[src/rtl/i2cs_pkg.sv]
// i2cs_pkg: shared types and default widths for the I2C-slave register
// arbiter. The FSM state enum, the port identifier and the default
// address/data widths live here so the top and the pick logic agree.
package i2cs_pkg;

  localparam int unsigned I2CS_ADDR_W = 8;
  localparam int unsigned I2CS_DATA_W = 8;

  // One cycle per non-IDLE state; IDLE is the only place a grant is made.
  typedef enum logic [1:0] {
    ST_IDLE    = 2'd0,
    ST_ISSUE   = 2'd1,
    ST_CAPTURE = 2'd2,
    ST_DONE    = 2'd3
  } i2cs_state_e;

  // Requester identity, also used as the last-winner pointer.
  typedef enum logic {
    PORT_APB = 1'b0,
    PORT_I2C = 1'b1
  } port_id_e;

endpackage

[src/rtl/i2cs_arb_pick.sv]
// i2cs_arb_pick: combinational 2-way winner selection.
// Default: round-robin -- on a tie the port that did not win last time wins.
// With I2CS_ARB_I2C_PRIORITY_EN defined: I2C always wins a tie and the
// last-winner pointer is ignored.
module i2cs_arb_pick
  import i2cs_pkg::*;
(
  input  logic     apb_req_i,
  input  logic     i2c_req_i,
  input  port_id_e last_win_i,
  output logic     grant_o,
  output port_id_e win_o
);

`ifdef I2CS_ARB_I2C_PRIORITY_EN
  // Pointer is not consulted in fixed-priority mode.
  logic w_unused_last;
  assign w_unused_last = last_win_i;
`endif

  // Pick a winner whenever at least one side is requesting.
  always_comb begin
    grant_o = apb_req_i | i2c_req_i;
    win_o   = PORT_APB;
    if (apb_req_i && i2c_req_i) begin
`ifdef I2CS_ARB_I2C_PRIORITY_EN
      win_o = PORT_I2C;
`else
      win_o = (last_win_i == PORT_APB) ? PORT_I2C : PORT_APB;
`endif
    end else if (i2c_req_i) begin
      win_o = PORT_I2C;
    end
  end

endmodule

[src/rtl/i2cs_reg_arbiter.sv]
// i2cs_reg_arbiter: arbitrates an APB-side and an I2C-side requester onto a
// single register file. Each access walks IDLE -> ISSUE -> CAPTURE -> DONE.
// Optional build macro: I2CS_ARB_I2C_PRIORITY_EN (I2C wins all ties).
//
// Handshake: a requester raises req with we/addr/wdata stable and holds
// them until its ack pulses (one cycle, in DONE, three cycles after the
// IDLE cycle that sampled req). A req dropped before it is sampled in IDLE
// is ignored; dropping it after the grant does not cancel the access. A req
// still high when the FSM is back in IDLE is a new request.
module i2cs_reg_arbiter
  import i2cs_pkg::*;
#(
  parameter int unsigned ADDR_W = I2CS_ADDR_W,
  parameter int unsigned DATA_W = I2CS_DATA_W
) (
  input  logic              clk_i,
  input  logic              rst_i,
  input  logic              apb_req_i,
  input  logic              apb_we_i,
  input  logic [ADDR_W-1:0] apb_addr_i,
  input  logic [DATA_W-1:0] apb_wdata_i,
  output logic              apb_ack_o,
  output logic [DATA_W-1:0] apb_rdata_o,
  input  logic              i2c_req_i,
  input  logic              i2c_we_i,
  input  logic [ADDR_W-1:0] i2c_addr_i,
  input  logic [DATA_W-1:0] i2c_wdata_i,
  output logic              i2c_ack_o,
  output logic [DATA_W-1:0] i2c_rdata_o,
  output logic              mem_re_o,
  output logic              mem_we_o,
  output logic [ADDR_W-1:0] mem_addr_o,
  output logic [DATA_W-1:0] mem_wdata_o,
  input  logic [DATA_W-1:0] mem_rdata_i,
  output logic              busy_o,
  output logic [1:0]        dbg_state_o
);

  i2cs_state_e       r_state;
  i2cs_state_e       w_state_nxt;
  port_id_e          r_win;
  port_id_e          r_last;
  logic              r_we;
  logic [ADDR_W-1:0] r_addr;
  logic [DATA_W-1:0] r_wdata;
  logic [DATA_W-1:0] r_apb_rdata;
  logic [DATA_W-1:0] r_i2c_rdata;
  logic              w_grant;
  port_id_e          w_pick;
  logic              w_take;

  i2cs_arb_pick u_pick (
    .apb_req_i  (apb_req_i),
    .i2c_req_i  (i2c_req_i),
    .last_win_i (r_last),
    .grant_o    (w_grant),
    .win_o      (w_pick)
  );

  assign w_take = (r_state == ST_IDLE) && w_grant;

  // State register.
  always_ff @(posedge clk_i) begin
    if (rst_i) r_state <= ST_IDLE;
    else       r_state <= w_state_nxt;
  end

  // Next-state: leave IDLE only on a grant, otherwise one cycle per state.
  always_comb begin
    w_state_nxt = r_state;
    case (r_state)
      ST_IDLE:    if (w_grant) w_state_nxt = ST_ISSUE;
      ST_ISSUE:   w_state_nxt = ST_CAPTURE;
      ST_CAPTURE: w_state_nxt = ST_DONE;
      ST_DONE:    w_state_nxt = ST_IDLE;
      default:    w_state_nxt = ST_IDLE;
    endcase
  end

  // Latch the winner's access at grant time; pointer moves only on a grant.
  always_ff @(posedge clk_i) begin
    if (rst_i) begin
      r_win   <= PORT_APB;
      r_last  <= PORT_APB;
      r_we    <= 1'b0;
      r_addr  <= '0;
      r_wdata <= '0;
    end else if (w_take) begin
      r_win  <= w_pick;
      r_last <= w_pick;
      if (w_pick == PORT_I2C) begin
        r_we    <= i2c_we_i;
        r_addr  <= i2c_addr_i;
        r_wdata <= i2c_wdata_i;
      end else begin
        r_we    <= apb_we_i;
        r_addr  <= apb_addr_i;
        r_wdata <= apb_wdata_i;
      end
    end
  end

  // Read data lands in the winner's holding register during CAPTURE only.
  always_ff @(posedge clk_i) begin
    if (rst_i) begin
      r_apb_rdata <= '0;
      r_i2c_rdata <= '0;
    end else if ((r_state == ST_CAPTURE) && !r_we) begin
      if (r_win == PORT_I2C) r_i2c_rdata <= mem_rdata_i;
      else                   r_apb_rdata <= mem_rdata_i;
    end
  end

  // Register-file strobes are live only in ISSUE; zero everywhere else.
  always_comb begin
    mem_re_o    = 1'b0;
    mem_we_o    = 1'b0;
    mem_addr_o  = '0;
    mem_wdata_o = '0;
    if (r_state == ST_ISSUE) begin
      mem_re_o    = !r_we;
      mem_we_o    = r_we;
      mem_addr_o  = r_addr;
      mem_wdata_o = r_wdata;
    end
  end

  assign apb_ack_o   = (r_state == ST_DONE) && (r_win == PORT_APB);
  assign i2c_ack_o   = (r_state == ST_DONE) && (r_win == PORT_I2C);
  assign apb_rdata_o = r_apb_rdata;
  assign i2c_rdata_o = r_i2c_rdata;
  assign busy_o      = (r_state != ST_IDLE);
  assign dbg_state_o = r_state;

endmodule

[config.mk]
export PLATFORM = sky130hd
export DESIGN_NAME = i2cs_reg_arbiter
export DESIGN_NICKNAME = d
export VERILOG_FILES = /design/src/rtl/i2cs_pkg.sv /design/src/rtl/i2cs_arb_pick.sv /design/src/rtl/i2cs_reg_arbiter.sv
export SDC_FILE = /design/constraint.sdc
export NUM_CORES = 1
export LEC_CHECK = 0
export CORE_MARGIN = 2
export CORE_UTILIZATION = 35
export DETAILED_ROUTE_END_ITERATION = 8
export GPL_ROUTABILITY_DRIVEN = 0
export PLACE_DENSITY_LB_ADDON = 0.2
export SLEW_MARGIN = 10
export SYNTH_ARGS = -nofsm -noshare
export SYNTH_HDL_FRONTEND = slang
export SYNTH_SLANG_ARGS = --single-unit
[constraint.sdc]
create_clock -name clk_i -period 2.3 [get_ports clk_i]
set_input_delay 0.575 -clock clk_i [delete_from_list [all_inputs] [get_ports clk_i]]
set_output_delay 0.575 -clock clk_i [all_outputs]
set_load 0.02 [all_outputs]
## Word-level counts from Yosys, hierarchy flattened

Cells that the tools add are included.

| storage, ports and cells | value |
|---|---|
| register bits | 36 |
| output and inout port bits | 39 |

| cells by class | value |
|---|---|
| equal/unequal tests | 4 |
| multiplexer cells | 12 |
| bitwise gates (word level) | 2 |
| reduce and logical (&&, ||, !) cells | 10 |

Operators by type and width:

| cell | count |
|---|---|
| 8-bit 2-to-1 mux | 4 |
| 2-bit case mux with 4 select lines | 1 |
| 1-bit 2-to-1 mux | 6 |
| 1-bit logical AND | 5 |
| 2-bit equality test, second input constant | 2 |
| 2-bit AND reduction | 2 |
| 2-bit by 1-bit equality test with 1-bit output, second input constant | 1 |
| 2-bit zero test | 1 |
| 2-bit 2-to-1 mux | 1 |
| 2-bit != test, second input constant | 1 |
| 2-bit nonzero test | 1 |
| 1-bit zero test | 1 |
| 1-bit inverter | 1 |
| 1-bit bitwise OR | 1 |

## Logic depth before layout (Yosys ltp)

Gate-level depths: netlist (run 1).

| depth | value |
|---|---|
| word-level depth | 3 |
| depth in mapped cells | 7 |
| depth with buffers taken out | 5 |

## Hierarchy

Synthesis (run 1) repeated with hierarchy kept, for this count alone.

| second synthesis, totals | value |
|---|---|
| cells, all modules | 190 |
| area, all modules | 1803.0 um2 |

Modules (own cells, without submodules):

| module | instances | cells each | area an instance (um2) |
|---|---|---|---|
| i2cs_reg_arbiter | 1 | 188 | 1789.2 |
| i2cs_arb_pick | 1 | 2 | 13.8 |

## Least setup slack after synthesis (run 1)

No wires, ideal clock.

| timing path | value |
|---|---|
| path kind | reg-to-output |
| start point | reg r_state[0] (netlist: dbg_state_o[0]) |
| end point | out mem_addr_o[0] |
| data arrival time | 1226 ps |
| data required time | 1725 ps |
| path slack | 499 ps |
| stages on the path, launching flop included | 4 |
| path through | dfxtp_1 -> ha_1 -> clkbuf_1 -> and2_1 |

| between the ends | value |
|---|---|
| cells in the longest elaborated chain, start to end | 2 |

RTL lines:

| item | RTL line | source |
|---|---|---|
| from (decl) | i2cs_reg_arbiter.sv:39 | `i2cs_state_e r_state;` |
| from (signal assigned) | i2cs_reg_arbiter.sv:65 | `else r_state <= w_state_nxt;` |
| 2-bit by 1-bit equality test with 1-bit output | i2cs_reg_arbiter.sv:120 | `if (r_state == ST_ISSUE) begin` |
| 8-bit 2-to-1 mux | i2cs_reg_arbiter.sv:120 |  |
| to (decl) | i2cs_reg_arbiter.sv:32 | `output logic [ADDR_W-1:0] mem_addr_o,` |

Every way passes these cells.

## Worst setup path after layout (run 1)

| timing path | value |
|---|---|
| start point | reg r_state[0] (netlist: dbg_state_o[0]) |
| end point | out i2c_ack_o |

| between the ends | value |
|---|---|
| cells in the longest elaborated chain, start to end | 2 |

RTL lines:

| item | RTL line | source |
|---|---|---|
| 2-bit equality test | i2cs_reg_arbiter.sv:129 | `assign i2c_ack_o = (r_state == ST_DONE) && (r_win == PORT_I2C);` |
| 1-bit logical AND | i2cs_reg_arbiter.sv:129 |  |
| to (decl) | i2cs_reg_arbiter.sv:28 | `output logic i2c_ack_o,` |

Every way passes these cells.

==> flow_metrics.env, run 1 <==
export IMPL_grt_max_degree=37
export IMPL_seqPwrFrac=0.341
export IMPL_ios=85
export IMPL_final_cells=343
export IMPL_setup_viol=0
export IMPL_fin_crit_sh=0.946
export IMPL_switching_share=0.376
export IMPL_yosysSeqAreaShare=0.405
export IMPL_timing_final_hold_violations=0
export IMPL_cts_htree_levels=2
export IMPL_synth_compound_area_frac=0.162
export IMPL_cts_made_buffers=5
export IMPL_worstSetupStartpointType="register"
export IMPL_dp_cells=336
export IMPL_max_vdd_ir_drop_uv=582
export IMPL_total_power_mw=2.59
export IMPL_start_util=0.370
export IMPL_hold_worst_slack_ns=0.494
export IMPL_synth_seq_cells=36
export IMPL_synth_cell_types=24
export IMPL_syn_area_sq_mm=0.00178
export IMPL_io_buffers=84
export IMPL_rows=25
export IMPL_cts_tree="built"
export IMPL_maxSlewViolCount=0
export IMPL_fmax_ghz=0.460
export IMPL_rsz0062_at_grt="no"
export IMPL_cts_root_buf="clkbuf_8"
export IMPL_cts_num_sinks=36
export IMPL_hold_buffers=0
export IMPL_grt_busiest_layer="met2"
export IMPL_drt_first_pass_iters=4
export IMPL_drive_gt1_frac=0.109
export IMPL_dpl_hpwl_mm=3.02
export IMPL_synth_ff_type="dfxtp_1"
export IMPL_synthArstFlopShare=0
export IMPL_synth_edff_count=0
export IMPL_grt_pass1_wl_mm=6.88
export IMPL_maxCapViolations=0
export IMPL_synth_top_family_by_area="simple AND/OR/NAND/NOR gates"
export IMPL_drc=0
export IMPL_power_switching_mw=0.974
export IMPL_synth_fp_nets=243
export IMPL_arrival_ns=1.60
export IMPL_syn_area_per_cell_sq_um=9.27
export IMPL_yosys_area_share_simple=0.232
export IMPL_cts_buffer_depth=2
export IMPL_wl_per_cell_microns=12.4
export IMPL_via_per_inst=4.67
export IMPL_vias=1601
export IMPL_status="finished, final reports clean"
export IMPL_slew_limit_headroom=0.632
export IMPL_hold_class="register to register"
export IMPL_n_antenna_cell=0
export IMPL_cts_clk_slew_worst_paths_ns=0.07
export IMPL_grt_use_met2=0.267
export IMPL_fin_skew_ns=0.00454
export IMPL_leakagePower_nw=1.22
export IMPL_critical_path_class="register to output pin"
export IMPL_clockPowerShare=0.159
export IMPL_die_h_microns=75.3
export IMPL_power_frac_comb=0.500
export IMPL_synth_fa_ha_area_frac=0.0351
export IMPL_drtIter0Drc=41
export IMPL_ant_nets=0
export IMPL_postLayoutCoreUtil=0.572
export IMPL_drt_wl_total_mm=4.27
export IMPL_crit_path_end_kind="output pin"
export IMPL_clock_latency_ns=0.27
export IMPL_ys_warn_count=0
export IMPL_critPathRequiredTime_ns=1.73
export IMPL_syn_inst=192
export IMPL_grt_pass1_vias=1522
export IMPL_syn_to_final_growth_pct=54.7
export IMPL_antenna_found_initial=0
export IMPL_synth_area_mux_share=0.0956
export IMPL_core_area_sq_mm=0.00482
export IMPL_crit_path_max_fanout=4
export IMPL_min_period_ns=2.17
export IMPL_use_met3=0.0767
export IMPL_layout_nets=327
export IMPL_die_w_microns=75.3
export IMPL_intPower_mw=1.61
export IMPL_die_area_sq_mm=0.00567
export IMPL_synthXorXnorAreaFrac=0
export IMPL_p_per_area_mw_per_mm2=940
export IMPL_grt_ovfl_total=0
export IMPL_worst_slew_pin_slew_ns=0.551
export IMPL_fin_tns_setup_ns=0
export IMPL_gr_usage_met1=0.186
export IMPL_grt_total_usage=0.159
==> critical path, cell delays in order, from the launching register on <==
cell	delay, ns
dfxtp_1	0.31
buf_4	0.14
ha_1	0.19
and2_1	0.15
clkdlybuf4s50_1	0.53
==> per-stage QoR <==
stage	cell area (sq um)	setup WS (ns)
after global routing	2750	0.0405
after global placement	2690	0.232
after detailed placement	2690	0.195
after floorplan	1780	0.499
after CTS	2750	0.00919
final	2750	0.125
==> cell usage after synthesis, types with 2 or more instances <==
master,count,area (sq um)
buf_6,6,67.6
inv_1,3,11.3
nor2_1,36,135
ha_1,5,62.6
a311oi_1,5,43.8
buf_2,2,10.0
mux2i_1,17,170
nand2_1,34,128
a311oi_2,13,195
buf_4,3,22.5
and2_1,18,113
dfxtp_1,36,721
clkbuf_1,3,11.3
==> area by class of cell <==
type	count	area, sq um
sequential	36	721
fill	479	2060
tap	67	83.8
timing repair buffer	92	922
multi-input combinational	138	938
inverter	3	11.3
clock buffer	6	72.6
clock inverter	1	5.00
==> what timing repair did <==
| item | in CTS | in global routing |
|---|---|---|
| setup buffers | 0 | 0 |
| resized for setup | 17 | 2 |
| setup endpoints to repair | 17 | 2 |
==> power groups by stage <==
stage	Clock, mW	Combinational, mW	Sequential, mW
floorplan	0	0.835	0.926
global placement	0	1.34	0.896
detailed placement	0	1.36	0.895
CTS	0.424	1.32	0.883
global route	0.452	1.43	0.903
finish	0.412	1.29	0.882
==> placed cells by master (no fill, tap or decap), types with 2 or more instances in the layout <==
master / count
a311oi_1: 5
a311oi_2: 13
and2_1: 18
buf_12: 3
buf_4: 5
clkbuf_8: 5
clkdlybuf4s50_1: 65
dfxtp_1: 36
dlygate4sd2_1: 17
dlymetal6s2s_1: 2
ha_1: 5
inv_1: 3
mux2i_1: 17
nand2_1: 34
nor2_1: 36
==> cells by family after synthesis <==
group	count (synthesis)
AOI/OAI and AO/OA	23
adders and majority gates	5
buffers and inverters	18
DFF	36
muxes	17
and+or+nand+nor	93
==> layer usage <==
| layer | vias up | wire length, microns |
|---|---|---|
| met1 | 735 | 1860 |
| met3 | 2 | 393 |
| met4 | 0 | 25 |
| met2 | 56 | 1990 |
| li1 | 808 | - |
| met5 | - | 0 |
==> flip-flops by register name (all words and copies together), names as in the netlist <==
name,count
apb_rdata_o,8
i2c_rdata_o,8
r_addr,8
r_wdata,8
dbg_state_o,2
r_last,1
r_we,1
==> path summary, 6_finish.rpt <==
kind	from	endpoint	slack, ns	cells after the start
max	dbg_state_o[0]	i2c_ack_o	0.13	4
max reg2reg	dbg_state_o[0]	dbg_state_o[1]	0.66	6
min	apb_rdata_o[2]	apb_rdata_o[2]	0.49	2
min reg2reg	apb_rdata_o[2]	apb_rdata_o[2]	0.49	2
Power figures use the tool's default switching activity.
==> run 2: changes to the inputs <==
Settings changed: PLACE_DENSITY set to 0.7, PLACE_DENSITY_LB_ADDON 0.2 to not set.
==> run 2 against run 1 <==
Cell count grew 0.29%. Setup slack got worse by 0.0081 ns. Power increased by 1.2%. Critical endpoint unchanged. Fmax decreased by 0.37%. Count of clock-buffer cells in the layout is 1 higher. Flip-flop and latch count did not move.
==> flow_metrics.env, run 2 (same netlist as run 1, synthesis figures left out) <==
export IMPL_status="finished, final reports clean"
export IMPL_leakagePower_nw=1.25
export IMPL_cts_buffer_depth=2
export IMPL_die_w_microns=75.3
export IMPL_fin_tns_setup_ns=0
export IMPL_r2r_end="i2c_rdata_o[4]"
export IMPL_drt_wl_total_mm=4.10
export IMPL_r2r_slack_ns=0.67
export IMPL_critPathRequiredTime_ns=1.73
export IMPL_hold_depth=2
export IMPL_rows=25
export IMPL_vias=1558
export IMPL_rr_worst_depth=6
export IMPL_drc=0
export IMPL_cts_tree="built"
export IMPL_grt_pass1_vias=1456
export IMPL_met2_length_mm=1.97
export IMPL_drtIter0Drc=68
export IMPL_critical_path_class="register to output pin"
export IMPL_fmax_ghz=0.458
export IMPL_crit_path_max_fanout=4
export IMPL_grt_pass1_wl_mm=6.35
export IMPL_cts_root_buf="clkbuf_8"
export IMPL_placedInstanceArea_sq_mm=0.00268
export IMPL_arrival_ns=1.61
export IMPL_layout_nets=328
export IMPL_total_power_mw=2.62
export IMPL_setup_viol=0
export IMPL_hold_start="apb_rdata_o[0]"
export IMPL_core_area_sq_mm=0.00482
export IMPL_rsz0062_at_grt="no"
export IMPL_min_to="apb_rdata_o[0]"
export IMPL_syn_to_final_growth_pct=55.4
export IMPL_drt_first_pass_iters=4
export IMPL_r2r_start="dbg_state_o[0]"
export IMPL_fin_crit_sh=0.949
export IMPL_fill_cells=462
export IMPL_grt_total_usage=0.149
export IMPL_ios=85
export IMPL_worst_slew_pin_slew_ns=0.558
export IMPL_cts_clk_slew_worst_paths_ns=0.07
export IMPL_cts_setup_buffers=0
export IMPL_p_per_area_mw_per_mm2=946
export IMPL_final_common_cell="clkdlybuf4s50_1"
export IMPL_maxSlewViolCount=0
export IMPL_die_area_sq_mm=0.00567
export IMPL_worstSetupStartpointType="register"
export IMPL_hold_buffers=0
export IMPL_dpl_hpwl_mm=3.03
export IMPL_cts_num_sinks=36
export IMPL_final_area_sq_mm=0.00277
export IMPL_hold_class="register to register"
export IMPL_wl_met1_mm=1.71
export IMPL_met3WireLength_microns=372
export IMPL_crit_path_end_kind="output pin"
export IMPL_min_period_ns=2.18
export IMPL_wl_per_cell_microns=11.9
export IMPL_drive_gt1_frac=0.112
export IMPL_ff_latch_area_sq_um=721
export IMPL_clock_latency_ns=0.28
export IMPL_start_util=0.370
export IMPL_cts_htree_levels=2
export IMPL_die_h_microns=75.3
export IMPL_cts_resized=16
export IMPL_hold_worst_slack_ns=0.494
export IMPL_via_per_inst=4.53
export IMPL_cts_made_buffers=5
export IMPL_timing_final_hold_violations=0
export IMPL_ant_nets=0
export IMPL_fin_skew_ns=0.00246
export IMPL_antenna_found_initial=0
export IMPL_multi_input_area_sq_um=933
export IMPL_grt_max_degree=35
export IMPL_highest_layer="met4"
export IMPL_postLayoutCoreUtil=0.574
export IMPL_slew_limit_headroom=0.627
export IMPL_layout_common_cells="clkdlybuf4s50_1, nor2_1, dfxtp_1, nand2_1, and2_1"
export IMPL_n_antenna_cell=0
export IMPL_io_buffers=84
export IMPL_maxCapViolations=0
export IMPL_grt_ovfl_total=0
export IMPL_max_vdd_ir_drop_uv=368
run 2: cell count changes in the layout (fill, tap and decap cells not counted):
| cell | before | now |
|---|---|---|
| buf_12 | 3 | 2 |
| buf_4 | 5 | 7 |
| clkbuf_1 | 1 | 0 |
| clkbuf_8 | 5 | 7 |
| clkinv_2 | 1 | 0 |
| dlygate4sd2_1 | 17 | 16 |
| dlymetal6s2s_1 | 2 | 3 |
| nor3b_1 | 0 | 1 |
| nor3b_2 | 1 | 0 |
run 2: cell type report:
class | instances | share of cell area
repair buffers | 93 | 0.333
well taps | 67 | 0.0303
inverters | 3 | 0.00407
clock buffers | 7 | 0.0348
multi-input cells | 138 | 0.337
flip-flops and latches | 36 | 0.261
run 2: per-stage QoR:
| step | cells | setup slack [ns] |
|---|---|---|
| detailed placement | 337 | 0.183 |
| CTS | 344 | 0.00285 |
| global route | 344 | 0.0402 |
| finish | 344 | 0.117 |
| global placement | 337 | 0.223 |
| floorplan | 192 | 0.499 |
run 2: how the worst max path moves through the flow:
stage	startpoint	end	slack (ns)	cells after the start
after floorplan	dbg_state_o[0]	mem_addr_o[0]	0.50	3
after global placement	dbg_state_o[1]	mem_wdata_o[7]	0.22	5
after detailed placement	i2c_req_i	r_addr[2]	0.18	4
after CTS	dbg_state_o[1]	mem_addr_o[6]	0.003	5
after global routing	dbg_state_o[0]	i2c_ack_o	0.04	4
final	dbg_state_o[0]	i2c_ack_o	0.12	4
run 2: critical path, stage by stage (launching register included):
cell and delay [ns]:
dfxtp_1 0.31, buf_4 0.14, ha_1 0.20, and2_1 0.15
clkdlybuf4s50_1 0.53
run 2: layer usage:
metal,vias to the layer above,track usage
met4,0,0.0487
met1,677,0.162
met2,61,0.266
met3,6,0.0582
met5,-,0
li1,814,-
run 2: report_power, final:
| part | internal (mW) | switching, mW |
|---|---|---|
| clock network | 0.267 | 0.207 |
| logic | 0.604 | 0.671 |
| registers | 0.787 | 0.0828 |
